<file path="src/rtl/otg_bus_bridge.sv">
// Bridges NUM_CH Avalon-MM slave channels onto the shared asynchronous bus of the USB OTG chip.
// Round-robin grant, programmable setup/strobe/hold timing, stretched chip reset and IRQ synchronisers.
module otg_bus_bridge #(
    parameter int NUM_CH         = 2,
    parameter int DATA_W         = 16,
    parameter int ADDR_W         = 1,
    parameter int SETUP_CYC      = 1,
    parameter int STROBE_CYC     = 3,
    parameter int HOLD_CYC       = 1,
    parameter int RST_HOLD_CYC   = 16,
    parameter bit INT_ACTIVE_LOW = 1'b1,
    localparam int CH_W          = $clog2(NUM_CH)
) (
    input  logic                     iCLK,
    input  logic                     iRST,
    input  logic [NUM_CH-1:0]        avs_chipselect,
    input  logic [NUM_CH-1:0]        avs_read,
    input  logic [NUM_CH-1:0]        avs_write,
    input  logic [NUM_CH*ADDR_W-1:0] avs_address,
    input  logic [NUM_CH*DATA_W-1:0] avs_writedata,
    output logic [NUM_CH*DATA_W-1:0] avs_readdata,
    output logic [NUM_CH-1:0]        avs_waitrequest,
    output logic [NUM_CH-1:0]        avs_irq,
    output logic [CH_W+ADDR_W-1:0]   OTG_ADDR,
    output logic                     OTG_CS_N,
    output logic                     OTG_RD_N,
    output logic                     OTG_WR_N,
    output logic                     OTG_RST_N,
    output logic [DATA_W-1:0]        OTG_DATA_OUT,
    output logic                     OTG_DATA_OE,
    input  logic [DATA_W-1:0]        OTG_DATA_IN,
    input  logic [NUM_CH-1:0]        OTG_INT
);

    localparam int PH_MAX = (SETUP_CYC > STROBE_CYC)
                          ? ((SETUP_CYC > HOLD_CYC) ? SETUP_CYC : HOLD_CYC)
                          : ((STROBE_CYC > HOLD_CYC) ? STROBE_CYC : HOLD_CYC);
    localparam int PH_W = (PH_MAX > 1) ? $clog2(PH_MAX) : 1;
    localparam int RC_W = (RST_HOLD_CYC > 1) ? $clog2(RST_HOLD_CYC) : 1;

    typedef enum logic [2:0] {
        S_IDLE,
        S_SETUP,
        S_STROBE,
        S_HOLD,
        S_DONE
    } state_t;

    state_t                     state_q, state_d;
    logic [PH_W-1:0]            ph_q, ph_d;
    logic [CH_W-1:0]            ch_q, ch_d;
    logic [CH_W-1:0]            last_q, last_d;
    logic                       wr_q, wr_d;
    logic [CH_W+ADDR_W-1:0]     addr_q, addr_d;
    logic [DATA_W-1:0]          dout_q, dout_d;
    logic                       cs_n_q, cs_n_d;
    logic                       rd_n_q, rd_n_d;
    logic                       wr_n_q, wr_n_d;
    logic                       oe_q, oe_d;
    logic [NUM_CH*DATA_W-1:0]   rdata_q, rdata_d;
    logic                       rst_n_q, rst_n_d;
    logic [RC_W-1:0]            rc_q, rc_d;
    logic [NUM_CH-1:0]          int_s1_q, int_s2_q;

    logic [NUM_CH-1:0]          req;
    logic [NUM_CH-1:0]          done;
    logic                       grant_vld;
    logic [CH_W-1:0]            grant_ch;

    assign req = avs_chipselect & (avs_read | avs_write);

    // Round-robin: first requester strictly after the last granted channel.
    always_comb begin
        grant_vld = 1'b0;
        grant_ch  = '0;
        for (int i = 0; i < NUM_CH; i++) begin
            if (!grant_vld && req[(int'(last_q) + 1 + i) % NUM_CH]) begin
                grant_vld = 1'b1;
                grant_ch  = CH_W'((int'(last_q) + 1 + i) % NUM_CH);
            end
        end
    end

    always_comb begin
        // NOTE: every variable gets a default first so no path infers a latch.
        state_d = state_q;
        ph_d    = ph_q;
        ch_d    = ch_q;
        last_d  = last_q;
        wr_d    = wr_q;
        addr_d  = addr_q;
        dout_d  = dout_q;
        rdata_d = rdata_q;
        rst_n_d = rst_n_q;
        rc_d    = rc_q;

        if (!rst_n_q) begin
            if (rc_q == RC_W'(RST_HOLD_CYC - 1)) rst_n_d = 1'b1;
            else                                 rc_d    = rc_q + 1'b1;
        end

        case (state_q)
            S_IDLE: begin
                if (grant_vld && rst_n_q) begin
                    ch_d    = grant_ch;
                    wr_d    = avs_write[grant_ch];
                    addr_d  = {grant_ch, avs_address[grant_ch*ADDR_W +: ADDR_W]};
                    if (avs_write[grant_ch]) dout_d = avs_writedata[grant_ch*DATA_W +: DATA_W];
                    ph_d    = '0;
                    state_d = S_SETUP;
                end
            end
            S_SETUP: begin
                if (ph_q == PH_W'(SETUP_CYC - 1)) begin
                    ph_d    = '0;
                    state_d = S_STROBE;
                end else begin
                    ph_d = ph_q + 1'b1;
                end
            end
            S_STROBE: begin
                if (ph_q == PH_W'(STROBE_CYC - 1)) begin
                    if (!wr_q) rdata_d[ch_q*DATA_W +: DATA_W] = OTG_DATA_IN;
                    ph_d    = '0;
                    state_d = S_HOLD;
                end else begin
                    ph_d = ph_q + 1'b1;
                end
            end
            S_HOLD: begin
                if (ph_q == PH_W'(HOLD_CYC - 1)) begin
                    ph_d    = '0;
                    state_d = S_DONE;
                end else begin
                    ph_d = ph_q + 1'b1;
                end
            end
            S_DONE: begin
                last_d  = ch_q;
                state_d = S_IDLE;
            end
            default: state_d = S_IDLE;
        endcase

        // Pad controls are decoded from the next state so they leave a flop cleanly.
        cs_n_d = !(state_d == S_SETUP || state_d == S_STROBE || state_d == S_HOLD);
        oe_d   = !cs_n_d && wr_d;
        rd_n_d = !(state_d == S_STROBE && !wr_d);
        wr_n_d = !(state_d == S_STROBE && wr_d);
    end

    always_ff @(posedge iCLK) begin
        // NOTE: sequential state uses non-blocking assignments only.
        if (iRST) begin
            state_q  <= S_IDLE;
            ph_q     <= '0;
            ch_q     <= '0;
            last_q   <= CH_W'(NUM_CH - 1);
            wr_q     <= 1'b0;
            addr_q   <= '0;
            dout_q   <= '0;
            cs_n_q   <= 1'b1;
            rd_n_q   <= 1'b1;
            wr_n_q   <= 1'b1;
            oe_q     <= 1'b0;
            // NOTE: read-data slices are visible outputs with a defined reset value, so they are reset.
            rdata_q  <= '0;
            rst_n_q  <= 1'b0;
            rc_q     <= '0;
            int_s1_q <= {NUM_CH{INT_ACTIVE_LOW}};
            int_s2_q <= {NUM_CH{INT_ACTIVE_LOW}};
        end else begin
            state_q  <= state_d;
            ph_q     <= ph_d;
            ch_q     <= ch_d;
            last_q   <= last_d;
            wr_q     <= wr_d;
            addr_q   <= addr_d;
            dout_q   <= dout_d;
            cs_n_q   <= cs_n_d;
            rd_n_q   <= rd_n_d;
            wr_n_q   <= wr_n_d;
            oe_q     <= oe_d;
            rdata_q  <= rdata_d;
            rst_n_q  <= rst_n_d;
            rc_q     <= rc_d;
            int_s1_q <= OTG_INT;
            int_s2_q <= int_s1_q;
        end
    end

    always_comb begin
        done = '0;
        if (state_q == S_DONE) done[ch_q] = 1'b1;
    end

    assign avs_waitrequest = req & ~done;
    assign avs_readdata    = rdata_q;
    assign avs_irq         = INT_ACTIVE_LOW ? ~int_s2_q : int_s2_q;

    assign OTG_ADDR     = addr_q;
    assign OTG_CS_N     = cs_n_q;
    assign OTG_RD_N     = rd_n_q;
    assign OTG_WR_N     = wr_n_q;
    assign OTG_RST_N    = rst_n_q;
    assign OTG_DATA_OUT = dout_q;
    assign OTG_DATA_OE  = oe_q;

endmodule

</file>
<file path="config.mk">
export PLATFORM = sky130hd
export DESIGN_NAME = otg_bus_bridge
export DESIGN_NICKNAME = d
export VERILOG_FILES = /design/src/rtl/otg_bus_bridge.sv
export SDC_FILE = /design/constraint.sdc
export NUM_CORES = 1
export LEC_CHECK = 0
export ABC_AREA = 1
export CAP_MARGIN = 10
export CORE_AREA = 2 2 87 89
export DETAILED_ROUTE_END_ITERATION = 10
export DIE_AREA = 0 0 89 91
export PLACE_DENSITY = 0.86
export SLEW_MARGIN = 20
export SYNTH_ARGS = -nofsm -noshare
export SYNTH_HDL_FRONTEND = slang
export SYNTH_SLANG_ARGS = --single-unit
</file>
<file path="constraint.sdc">
create_clock -name iCLK -period 1.6 [get_ports iCLK]
set_clock_uncertainty 0.1 [all_clocks]
set_input_delay 0.24 -clock iCLK [delete_from_list [all_inputs] [get_ports iCLK]]
set_output_delay 0.24 -clock iCLK [all_outputs]
set_load 0.02 [all_outputs]
</file>
Word-level counts from Yosys, hierarchy flattened
Index checks and enable logic that the tools add are counted.
Widths: inputs -> output; s select.
Operators by class
  bitwise logic cells: 10
  shift-type cells: 4
  eq/ne operators: 10
  reduce and logical (&&, ||, !) cells: 22
  muxes and demuxes: 29
  magnitude comparators: 5
  add/sub/neg operators: 5
Operators with widths (number)
  $neg 5->34: 1
  $shift 16x34->32 const A: 1
  $shiftx 16x34->32: 1
  $bwmux 32: 1
  $shiftx 32x6->16: 1
  $mux 1: 17
  $eq 3x2->1 const B: 4
  $mux 3: 4
  $pmux 3 s4: 1
  $mux 2: 4
  $eq 3x1->1 const B: 2
  $logic_and 1x1->1: 6
  $lt 2x3->1 const B: 2
  $pmux 2 s3: 1
  $reduce_and 2->1: 3
  $reduce_and 3->1: 2
  $logic_not 1->1: 5
  $add 4x1->4 const B: 1
  $and 2x2->2: 2
  $eq 4x4->1 const B: 1
  $lt 1x2->1 const B: 2
  $not 2->2: 2
  $eq 3x3->1 const B: 1
  $logic_not 3->1: 1
  other kinds (14): 19
Storage, ports and cells
  register bits after elaboration: 71
  word-level logic and storage cells: 101

Logic depth before layout (Yosys ltp)
Gate-level depths: netlist (run 1).
  word-level depth: 16
  mapped depth: 11
  mapped depth without buffers: 11

Worst setup path before layout (run 1)
No wires, ideal clock.
  kind: flip-flop to flip-flop
  start: register ph_q[0]
  end: register rdata_q[22], in the netlist avs_readdata[22]
  setup slack: 0.139 ns
  data required time: 1.372 ns
  arrival time: 1.233 ns
  setup time: 0.128 ns
  period minus slack after synthesis: 1.461 ns
  buffers on the path: 1
  cell stages (with the launch flop): 9
  cell sequence: dfxtp_1 inv_1 ha_1 inv_1 nor2_1 nand3_1 clkbuf_1 o21ai_0 a21oi_1
On the way
  longest elaborated chain between the ends: 2
Ends and longest elaborated chain
  from (decl): line 50  | logic [PH_W-1:0] ph_q, ph_d;
  from (signal assigned): line 174  | ph_q <= ph_d;
  $eq 2x2->1: line 122  | if (ph_q == PH_W'(STROBE_CYC - 1)) begin
  $reduce_and 3->1 (no source line)
  to (signal assigned): line 184  | rdata_q <= rdata_d;
  to (decl): line 60  | logic [NUM_CH*DATA_W-1:0] rdata_q, rdata_d;
No other way between the ends.
A chain may end at the register's enable or synchronous reset.

Worst setup path after layout (run 1)
  start: register state_q[1]
  end: output port avs_waitrequest[0]
On the way
  longest elaborated chain between the ends: 4
Ends and longest elaborated chain
  from (decl): line 49  | state_t state_q, state_d;
  from (signal assigned): line 173  | state_q <= state_d;
  $eq 3x3->1: line 194  | if (state_q == S_DONE) done[ch_q] = 1'b1;
  $mux 2: line 194
  $not 2->2: line 197  | assign avs_waitrequest = req & ~done;
  $and 2x2->2: line 197
  to (decl): line 22  | output logic [NUM_CH-1:0] avs_waitrequest,
No other way between the ends.

==> results by group, run 1 <==
Run status
  – Status: finished with violations
  – Violated checks: setup timing

Setup path
  – Critical Path Start: state_q[1]
  – Worst path required time: 1.26 ns
  – Critical-path top delay cell: dfxtp_2
  – Critical path's largest stage delay: 0.34 ns
  – Critical Path AT: 1.32 ns
  – Reg2reg start: ph_q[0]
  – Setup crit end kind: primary output
  – Crit path max fanout: 2
  – Critical path class: flip-flop to primary output
  – CP Launch Type: flip-flop
  – CP Cell Sequence: nor2_4 -> inv_2 -> nor2_4 -> inv_2 -> o21bai_1 -> inv_1 -> buf_6
  – Reg2Reg Depth: 8
  – Worst Path Buf+Inv: 4
  – Reg2reg setup slack: -0.03 ns
  – RR Endpoint: avs_readdata[26]
  – Crit-path leading delay family: flip-flops

Timing
  – Actual slew at the worst max-slew pin: 0.3495 ns
  – Hold WS: 0.3146 ns
  – Fin crit share: 1.040
  – Hold Vio Cnt, Final: 0
  – Achievable Freq: about 0.6 GHz
  – Unrepaired setup endpoints after global routing: yes
  – Final WS setup: -0.06427 ns
  – Min Clock Period, post-route: about 1.7 ns
  – Slew headroom: 0.7670
  – Pins Over Slew Limit: 0
  – Setup-failing EPs final: 7

Hold path
  – Hold-critical path depth: 1
  – Hold Startpoint: int_s1_q[1]
  – WHS Endpoint: int_s2_q[1]
  – Min-delay worst type: flip-flop to flip-flop

GRT
  – Vias in the first global route: ~3100
  – First-pass GRT wire length: 13.61 mm
  – GRT Total Usage: 0.2128
  – Largest net degree at the start of global routing: 33
  – Initial antenna violation count: 0
  – Congestion Overflow GR: 0

Synthesis
  – Synth top area share: 0.4585
  – Count leader, synth: nand2_1
  – EDFF count, synth: 0
  – Synth Net Count: 495
  – Post-synth top cells: nand2_1, dfxtp_1, inv_1, nor2_1
  – Async SR Flop Fraction: 0
  – Sequential share of the synthesized area: 0.4585
  – Synth warn: 0
  – Yosys cell types: 30
  – Syn avg cell area: 7.109 um2
  – Synth Register Bits: 70
  – Synth area leaders: dfxtp_1, nand2_1, inv_1
  – Cells after Synth: 430
  – Post-synth top area cell: dfxtp_1
  – Ys flop type: dfxtp_1
  – Cell Area, Synth: 3057 um2

Power
  – Sw Share: 0.2213
  – Cell-internal power: 2969 uW
  – Logic pwr share: 0.099
  – Peak VDD IR: 0.6375 mV
  – Sw power: 843.5 uW
  – Leakage dissipation: 0.002550 uW
  – Cell Pwr Density: 764.4 nW/um2
  – Sequential power share: 0.461
  – Clock power frac: 0.440

Floorplan
  – Die Y: 91 um
  – Die area: 8099 um2
  – Io pins: 119
  – Effective utilization at floorplan: 0.4283
  – Row count: 31
  – Die outline width: about 89 um
  – Core Area: 7137 um2

Route
  – WL/cell: about 14 um
  – DR iter-0 viols: 149
  – Drt drc: 0
  – Vias per inst: 4.829
  – Via count: 3269
  – Final ANT Viol Nets: 0
  – First-pass DRT Iterations: 4
  – Final wirelength: 9.736 mm

Clock tree
  – Clock slew at the register clock pins of the worst setup and hold paths: 0.08 ns
  – Max clock buf depth: 2
  – Hold Buf Count CTS: 0
  – Clock Tree Root: clkbuf_8
  – CTS tree: yes
  – Clock sinks: 70
  – Number of CTS-inserted buffers: 9
  – Clk_lat worst skew: around 0.35 ns
  – CTS H-tree depth: 3

Layout
  – Layout cells sized above 1: 0.1626
  – Final instance area: between 4000 and 5000 um2
  – # nets final: 638
  – Area Overhead vs Synth: 63.16%
  – Antenna Diode Count: 0

Placed design
  – Number of port buffers: 118
  – Dpl cell area: 4467 um2
  – Dpl hpwl: 6.194 mm
  – Placer congestion estimate: 0.7880

Flow run
  – Max Cap Violations: 0
sequential cells by signal (all words and copies together), names as in the netlist, 2 cells and up:
name          cells
avs_readdata     32
rc_q              4
state_q           3
int_s2_q          2
int_s1_q          2
ph_q              2
OTG_DATA_OUT     16
per-stage QoR:
stage	setup slack [ns]	setup TNS, ns	std cells	utilization	power, uW
finish	-0.06427	-0.1934	677	0.6988	3812
global route	-0.1860	-1.051	677	0.6988	3928
CTS	-0.09222	-0.1211	665	0.6506	3803
detailed placement	-0.4245	-9.517	649	0.6259	2149
global placement	-0.4054	-7.785	649	0.6259	2138
floorplan	0.1388	0	430	-	1939
worst max path at each step:
stage,slack [ns],depth (start not counted),endpoint
after floorplan,0.14,8,avs_readdata[22]
after global placement,-0.41,7,avs_waitrequest[0]
after detailed placement,-0.42,7,avs_waitrequest[0]
after CTS,-0.09,7,avs_waitrequest[0]
after global routing,-0.19,7,avs_waitrequest[0]
final,-0.06,7,avs_waitrequest[0]
routing by layer:
layer | GRT usage | wire length [um] | part of all wire | up-vias
met5 | 0 | 0 | 0 | -
met4 | 0.1057 | 357 | 0.037 | 0
met3 | 0.04818 | 475 | 0.049 | 26
met2 | 0.3750 | 5069 | 0.52 | 99
met1 | 0.2336 | 3834 | 0.39 | 1527
li1 | - | - | - | 1617
cell families after synthesis:
kind of cell,count (synthesis),share of synthesized area
DFF,70,0.4585
adders and majority gates,5,0.02047
AOI/OAI and AO/OA,80,0.1351
and+or+nand+nor,183,0.2603
buffers and inverters,92,0.1257
power by group through the flow:
stage / logic [uW] / clock network (uW) / registers (uW)
2_1_floorplan: 141 / 0 / 1800
3_3_place_gp: 339 / 0 / 1800
3_5_place_dp: 348 / 0 / 1800
4_1_cts: 349 / 1690 / 1760
5_1_grt: 407 / 1760 / 1760
6_report: 376 / 1680 / 1760
layout by cell type (no fill, tap or decap), types with 4 or more instances in the layout:
master	netlist	final
dlymetal6s2s_1	0	5
clkbuf_16	0	6
buf_4	2	24
nor2_4	1	4
inv_1	70	66
clkdlybuf4s50_1	0	54
o21ai_0	36	9
dfxtp_1	70	66
clkbuf_8	1	12
a21oi_1	36	36
dlygate4sd2_1	0	57
or2_2	4	4
inv_2	1	4
nor2_1	50	45
nand2_4	2	4
nand3_1	23	20
nand2_2	2	7
o21ai_1	3	27
nand2_1	92	85
buf_12	0	5
timing repair:
item	CTS	global route
setup buffers	0	6
cloned	0	6
pin swaps	0	14
endpoints found under the setup margin	93	56
resized for setup	73	71
layout make-up:
cell class | count | area [um2]
Clock inverter | 3 | 65.06
Multi-Input combinational cell | 268 | 1394
Tap cell | 99 | 123.9
Timing Repair Buffer | 153 | 1555
Sequential cell | 70 | 1409
Inverter | 71 | 271.5
Clock buffer | 13 | 168.9
Fill cell | 596 | 2150
No activity file was read; power rests on OpenSTA's default activity.
==> run 2: changes to the inputs <==
--- a/config.mk
+++ b/config.mk
@@ -9,6 +9,6 @@
 export CAP_MARGIN = 10
-export CORE_AREA = 2 2 87 89
+export CORE_AREA = 2 2 114 116
 export DETAILED_ROUTE_END_ITERATION = 10
-export DIE_AREA = 0 0 89 91
-export PLACE_DENSITY = 0.86
+export DIE_AREA = 0 0 116 118
+export PLACE_DENSITY = 0.57
 export SLEW_MARGIN = 20
--- a/constraint.sdc
+++ b/constraint.sdc
@@ -4,2 +4,2 @@
 set_output_delay 0.24 -clock iCLK [all_outputs]
-set_load 0.02 [all_outputs]
+set_load 0.05 [all_outputs]
==> results by group, run 2 (synthesis gave the netlist of run 1 again) <==
Floorplan
  – Core Area: ~12000 um2
  – Die Y: 118 um
  – Die outline width: 116 um
  – Row count: 41
  – Io pins: around 120
  – Effective utilization at floorplan: 0.2462
  – Die area: 13690 um2

Setup path
  – Critical path class: flip-flop to primary output
  – Reg2reg setup slack: -0.12 ns
  – Reg2reg start: state_q[0]
  – CP Launch Type: flip-flop
  – Worst path required time: between 1 and 1.5 ns
  – Reg2Reg Depth: 12
  – Crit path max fanout: 4
  – Setup crit end kind: primary output
  – RR Endpoint: last_q
  – Critical Path AT: ~1.4 ns

Placed design
  – Placer congestion estimate: roughly 0.7
  – Dpl hpwl: slightly above 6 mm
  – Placed instance count: 714
  – Number of port buffers: 118

Clock tree
  – Hold Buf Count CTS: 0
  – Clock slew at the register clock pins of the worst setup and hold paths: 0.06 ns
  – CTS tree: yes
  – Clk_lat worst skew: 0.32 ns
  – Number of CTS-inserted buffers: 9
  – CTS H-tree depth: 3
  – Max clock buf depth: 2
  – Clock sinks: 70
  – Clock Tree Root: clkbuf_16

GRT
  – Largest net degree at the start of global routing: 35
  – First-pass GRT wire length: 13.55 mm
  – Congestion Overflow GR: 0
  – GRT Total Usage: 0.1237
  – Initial antenna violation count: 0
  – Vias in the first global route: 2918

Layout
  – Fillers: roughly 1300
  – Most common cell after layout, fill and taps aside: nand2_1
  – # nets final: 631
  – Max reg flops: 32
  – Most frequent cells in the layout: nand2_1, buf_4, dfxtp_1, inv_1, clkdlybuf4s50_1
  – Area Overhead vs Synth: 61.97%
  – Antenna Diode Count: 0
  – Fin util: 0.3988
  – Fin cells: 743
  – Layout cells sized above 1: 0.2522

Route
  – DR iter-0 viols: 93
  – WL/cell: ~12 um
  – Final ANT Viol Nets: 0
  – Final wirelength: 8.674 mm
  – Drt drc: 0
  – Via count: 3056
  – Vias per inst: 4.113
  – First-pass DRT Iterations: 4

Timing
  – Final WS setup: -0.1380 ns
  – Slew headroom: 0.7792
  – Achievable Freq: around 0.58 GHz
  – Min Clock Period, post-route: 1.738 ns
  – Hold Vio Cnt, Final: 0
  – Fin crit share: 1.086
  – Pins Over Slew Limit: 0
  – Unrepaired setup endpoints after global routing: yes
  – Setup-failing EPs final: 3
  – Actual slew at the worst max-slew pin: around 0.33 ns

Hold path
  – Min-delay worst type: flip-flop to flip-flop
  – Hold Startpoint: int_s1_q[1]
  – WHS Endpoint: int_s2_q[1]
  – Hold-critical path depth: 1

Run status
  – Violated checks: setup timing
  – Status: finished with violations

Power
  – Cell Pwr Density: 801.8 nW/um2
  – Peak VDD IR: 0.5240 mV
  – Leakage dissipation: 0.002289 uW

Flow run
  – Max Cap Violations: 0
## run 2: cell types whose count changed in the layout (fill, tap and decap cells not counted), sizes merged
cell           previous run  this run
dlymetal6s2s              5         2
buf                      31        85
bufinv                    2         0
clkbuf                   19        13
clkinv                    1         4
clkinvlp                  0         1
clkdlybuf4s50            54        57
dlygate4sd2              57         0
## run 2: worst max-delay path, stage by stage (launching register included)
cell and delay, ns:
dfxtp_4 0.36, nor2_4 0.11, inv_2 0.05, nor2_4 0.09, inv_2 0.05, o21bai_1 0.16
inv_1 0.09, buf_12 0.15
## run 2: through the flow
| step | area [um2] | setup TNS [ns] | setup slack (ns) | hold WS (ns) | total power [uW] |
|---|---|---|---|---|---|
| 2_1_floorplan | 3057 | 0 | 0.03735 | 0.2438 | 1951 |
| 4_1_cts | 4813 | -0.1614 | -0.1132 | 0.3143 | 4037 |
| 5_1_grt | 4951 | -1.269 | -0.2145 | 0.3381 | 4142 |
| 3_3_place_gp | 4451 | -4.745 | -0.2223 | 0.2984 | 2166 |
| 6_report | 4951 | -0.3510 | -0.1380 | 0.3125 | 3970 |
| 3_5_place_dp | 4451 | -5.046 | -0.2457 | 0.3006 | 2171 |
## run 2: where the power goes
part           total [uW]  internal, uW  switching [uW]
logic                 379           211             168
registers            1760          1750            7.87
clock network        1830          1090             741
## run 2: per-layer routing
metal	wire length (um)	part of all wire	track usage
met1	3903	0.45	0.1433
met2	4130	0.48	0.2105
met3	514	0.059	0.04119
met4	126	0.015	0.04390
met5	0	0	0
## run 2: worst max-delay path by stage
stage                 start                  to  cells after the start
4_1_cts          state_q[1]  avs_waitrequest[0]                      7
3_3_place_gp   avs_write[0]    OTG_DATA_OUT[11]                     11
2_1_floorplan     OTG_RST_N    OTG_DATA_OUT[10]                      6
3_5_place_dp   avs_write[0]     OTG_DATA_OUT[1]                     11
6_report         state_q[0]  avs_waitrequest[0]                      7
5_1_grt          state_q[0]  avs_waitrequest[0]                      7
## run 2: final cells by class
type                            instances  area, um2  area share
Timing Repair Buffer                  146       1441      0.2911
Sequential cell                        70       1410      0.2848
Multi-Input combinational cell        268       1340      0.2707
Inverter                               71      266.5     0.05383
Clock buffer                           11      242.7     0.04903
Tap cell                              172      215.2     0.04347
Clock inverter                          5      35.03    0.007076
## run 2: what timing repair did
action                     CTS  global route
gates resized for setup     11            33
setup endpoints to repair   11            42
hold endpoints to repair     0             0
pin swaps                    4             7
buffers inserted             8             2
gates cloned                 0             3
==> run 3: changes to the inputs <==
CTS_BUF_LIST = sky130_fd_sc_hd__clkbuf_8   (was default)
==> results by group, run 3 (synthesis gave the netlist of run 1 again) <==
Run status
  – Status: finished with violations
  – Violated checks: setup timing

Layout
  – Max reg flops: 32
  – Final instance area: 4770 um2
  – Area Overhead vs Synth: 56.04%
  – Antenna Diode Count: 0
  – Most common cell after layout, fill and taps aside: nand2_1
  – Most frequent cells in the layout: nand2_1, inv_1, buf_4
  – Layout cells sized above 1: 0.2275
  – # nets final: 627

GRT
  – GRT Total Usage: 0.1226
  – Initial antenna violation count: 0
  – Largest net degree at the start of global routing: 35
  – First-pass GRT wire length: 13.43 mm
  – Vias in the first global route: 2898
  – Congestion Overflow GR: 0

Floorplan
  – Die Y: 118 um
  – Io pins: 119
  – Die area: 13690 um2
  – Die outline width: roughly 120 um
  – Row count: 41
  – Effective utilization at floorplan: 0.2462
  – Core Area: around 12000 um2

Clock tree
  – CTS H-tree depth: 3
  – Hold Buf Count CTS: 0
  – Max clock buf depth: 2
  – Clock Tree Root: clkbuf_8
  – CTS tree: yes
  – Clock slew at the register clock pins of the worst setup and hold paths: 0.08 ns
  – Clock sinks: 70
  – Clk_lat worst skew: 0.34 ns
  – Number of CTS-inserted buffers: 9

Placed design
  – Dpl hpwl: 6.035 mm
  – Number of port buffers: 118
  – Placer congestion estimate: 0.7009
  – Dpl cell area: between 4000 and 5000 um2

Hold path
  – Min-delay worst type: flip-flop to flip-flop

Setup path
  – CP Cell Sequence: nor2_4 -> inv_2 -> nor2_4 -> inv_1 -> o21bai_1 -> inv_1 -> buf_12
  – Critical path class: flip-flop to primary output
  – Worst path required time: 1.26 ns
  – Critical-path top delay cell: dfxtp_2
  – Critical path's largest stage delay: roughly 0.35 ns
  – Crit path max fanout: 4
  – Critical Path AT: approximately 1.4 ns
  – Setup crit end kind: primary output
  – CP Launch Type: flip-flop

Route
  – Via count: 3037
  – First-pass DRT Iterations: 6
  – Drt drc: 0
  – DR iter-0 viols: 117
  – DR top layer: met4
  – Routed wl met3: 551 um
  – Final ANT Viol Nets: 0
  – Final wirelength: 8.366 mm
  – Met1 wire length: 3.784 mm
  – Vias per inst: 4.110
  – WL/cell: approximately 11 um
  – Routed wl met2: 3.890 mm

Timing
  – Min Clock Period, post-route: 1.690 ns
  – Hold Vio Cnt, Final: 0
  – Setup-failing EPs final: 2
  – Final WS setup: -0.08988 ns
  – Actual slew at the worst max-slew pin: ~0.33 ns
  – Achievable Freq: 0.5918 GHz
  – Hold WS: roughly 0.32 ns
  – Pins Over Slew Limit: 0
  – Unrepaired setup endpoints after global routing: yes
  – Slew headroom: 0.7817
  – Fin crit share: 1.056

Power
  – Cell Pwr Density: roughly 710 nW/um2
  – Leakage dissipation: roughly 0.0022 uW
  – Peak VDD IR: 0.4430 mV

Flow run
  – Max Cap Violations: 0
==> run 3: through the flow <==
| stage | total power [uW] | std cells | utilization | setup WS (ns) | setup TNS, ns |
|---|---|---|---|---|---|
| after floorplan | 1951 | 430 | - | 0.03735 | 0 |
| after global placement | 2166 | 714 | 0.3585 | -0.2223 | -4.745 |
| after detailed placement | 2171 | 714 | 0.3585 | -0.2457 | -5.046 |
| after CTS | 3485 | 737 | 0.3793 | -0.1532 | -0.2415 |
| after global routing | 3581 | 739 | 0.3842 | -0.1951 | -0.7316 |
| final | 3397 | 739 | 0.3842 | -0.08988 | -0.1577 |
==> run 3: layout make-up <==
class	instances	area [um2]
repair buffers	142	1389
flip-flops and latches	70	1408
multi-input cells	268	1315
well taps	172	215.2
clock inverters	6	38.79
fillers	1338	7645
clock buffers	10	137.6
inverters	71	266.5
==> run 3: what timing repair did <==
action	4_1_cts	5_1_grt
pin swaps	3	4
buffers inserted	7	1
setup endpoints to repair	18	34
gates cloned	0	1
resized for setup	12	19
==> run 3: where the power goes <==
group	switching [uW]	internal [uW]	total, uW
Sequential	7.89	1750	1760
Clock	667	599	1270
Combinational	164	209	373
Total	839	2560	3400
==> run 3: metal layers <==
metal	track usage	vias to the layer above
met2	0.2069	80
met3	0.04119	11
met1	0.1436	1354
li1	-	1592
met5	0	-
met4	0.04241	0
==> run 3: path summary, 6_finish.rpt <==
kind,start,end,slack (ns),cells past startpoint
worst max-delay path,state_q[0],avs_waitrequest[0],-0.09,7
worst min-delay path,int_s1_q[1],int_s2_q[1],0.32,1
worst max register to register,state_q[0],last_q,0.02,11
worst min register to register,int_s1_q[1],int_s2_q[1],0.32,1
==> run 3: critical path: cells and delay by family, from the launching register on <==
kind            cells  cell delay, ns
simple gates        2            0.20
flops               1            0.35
buf+inv             4            0.34
compound gates      1            0.12
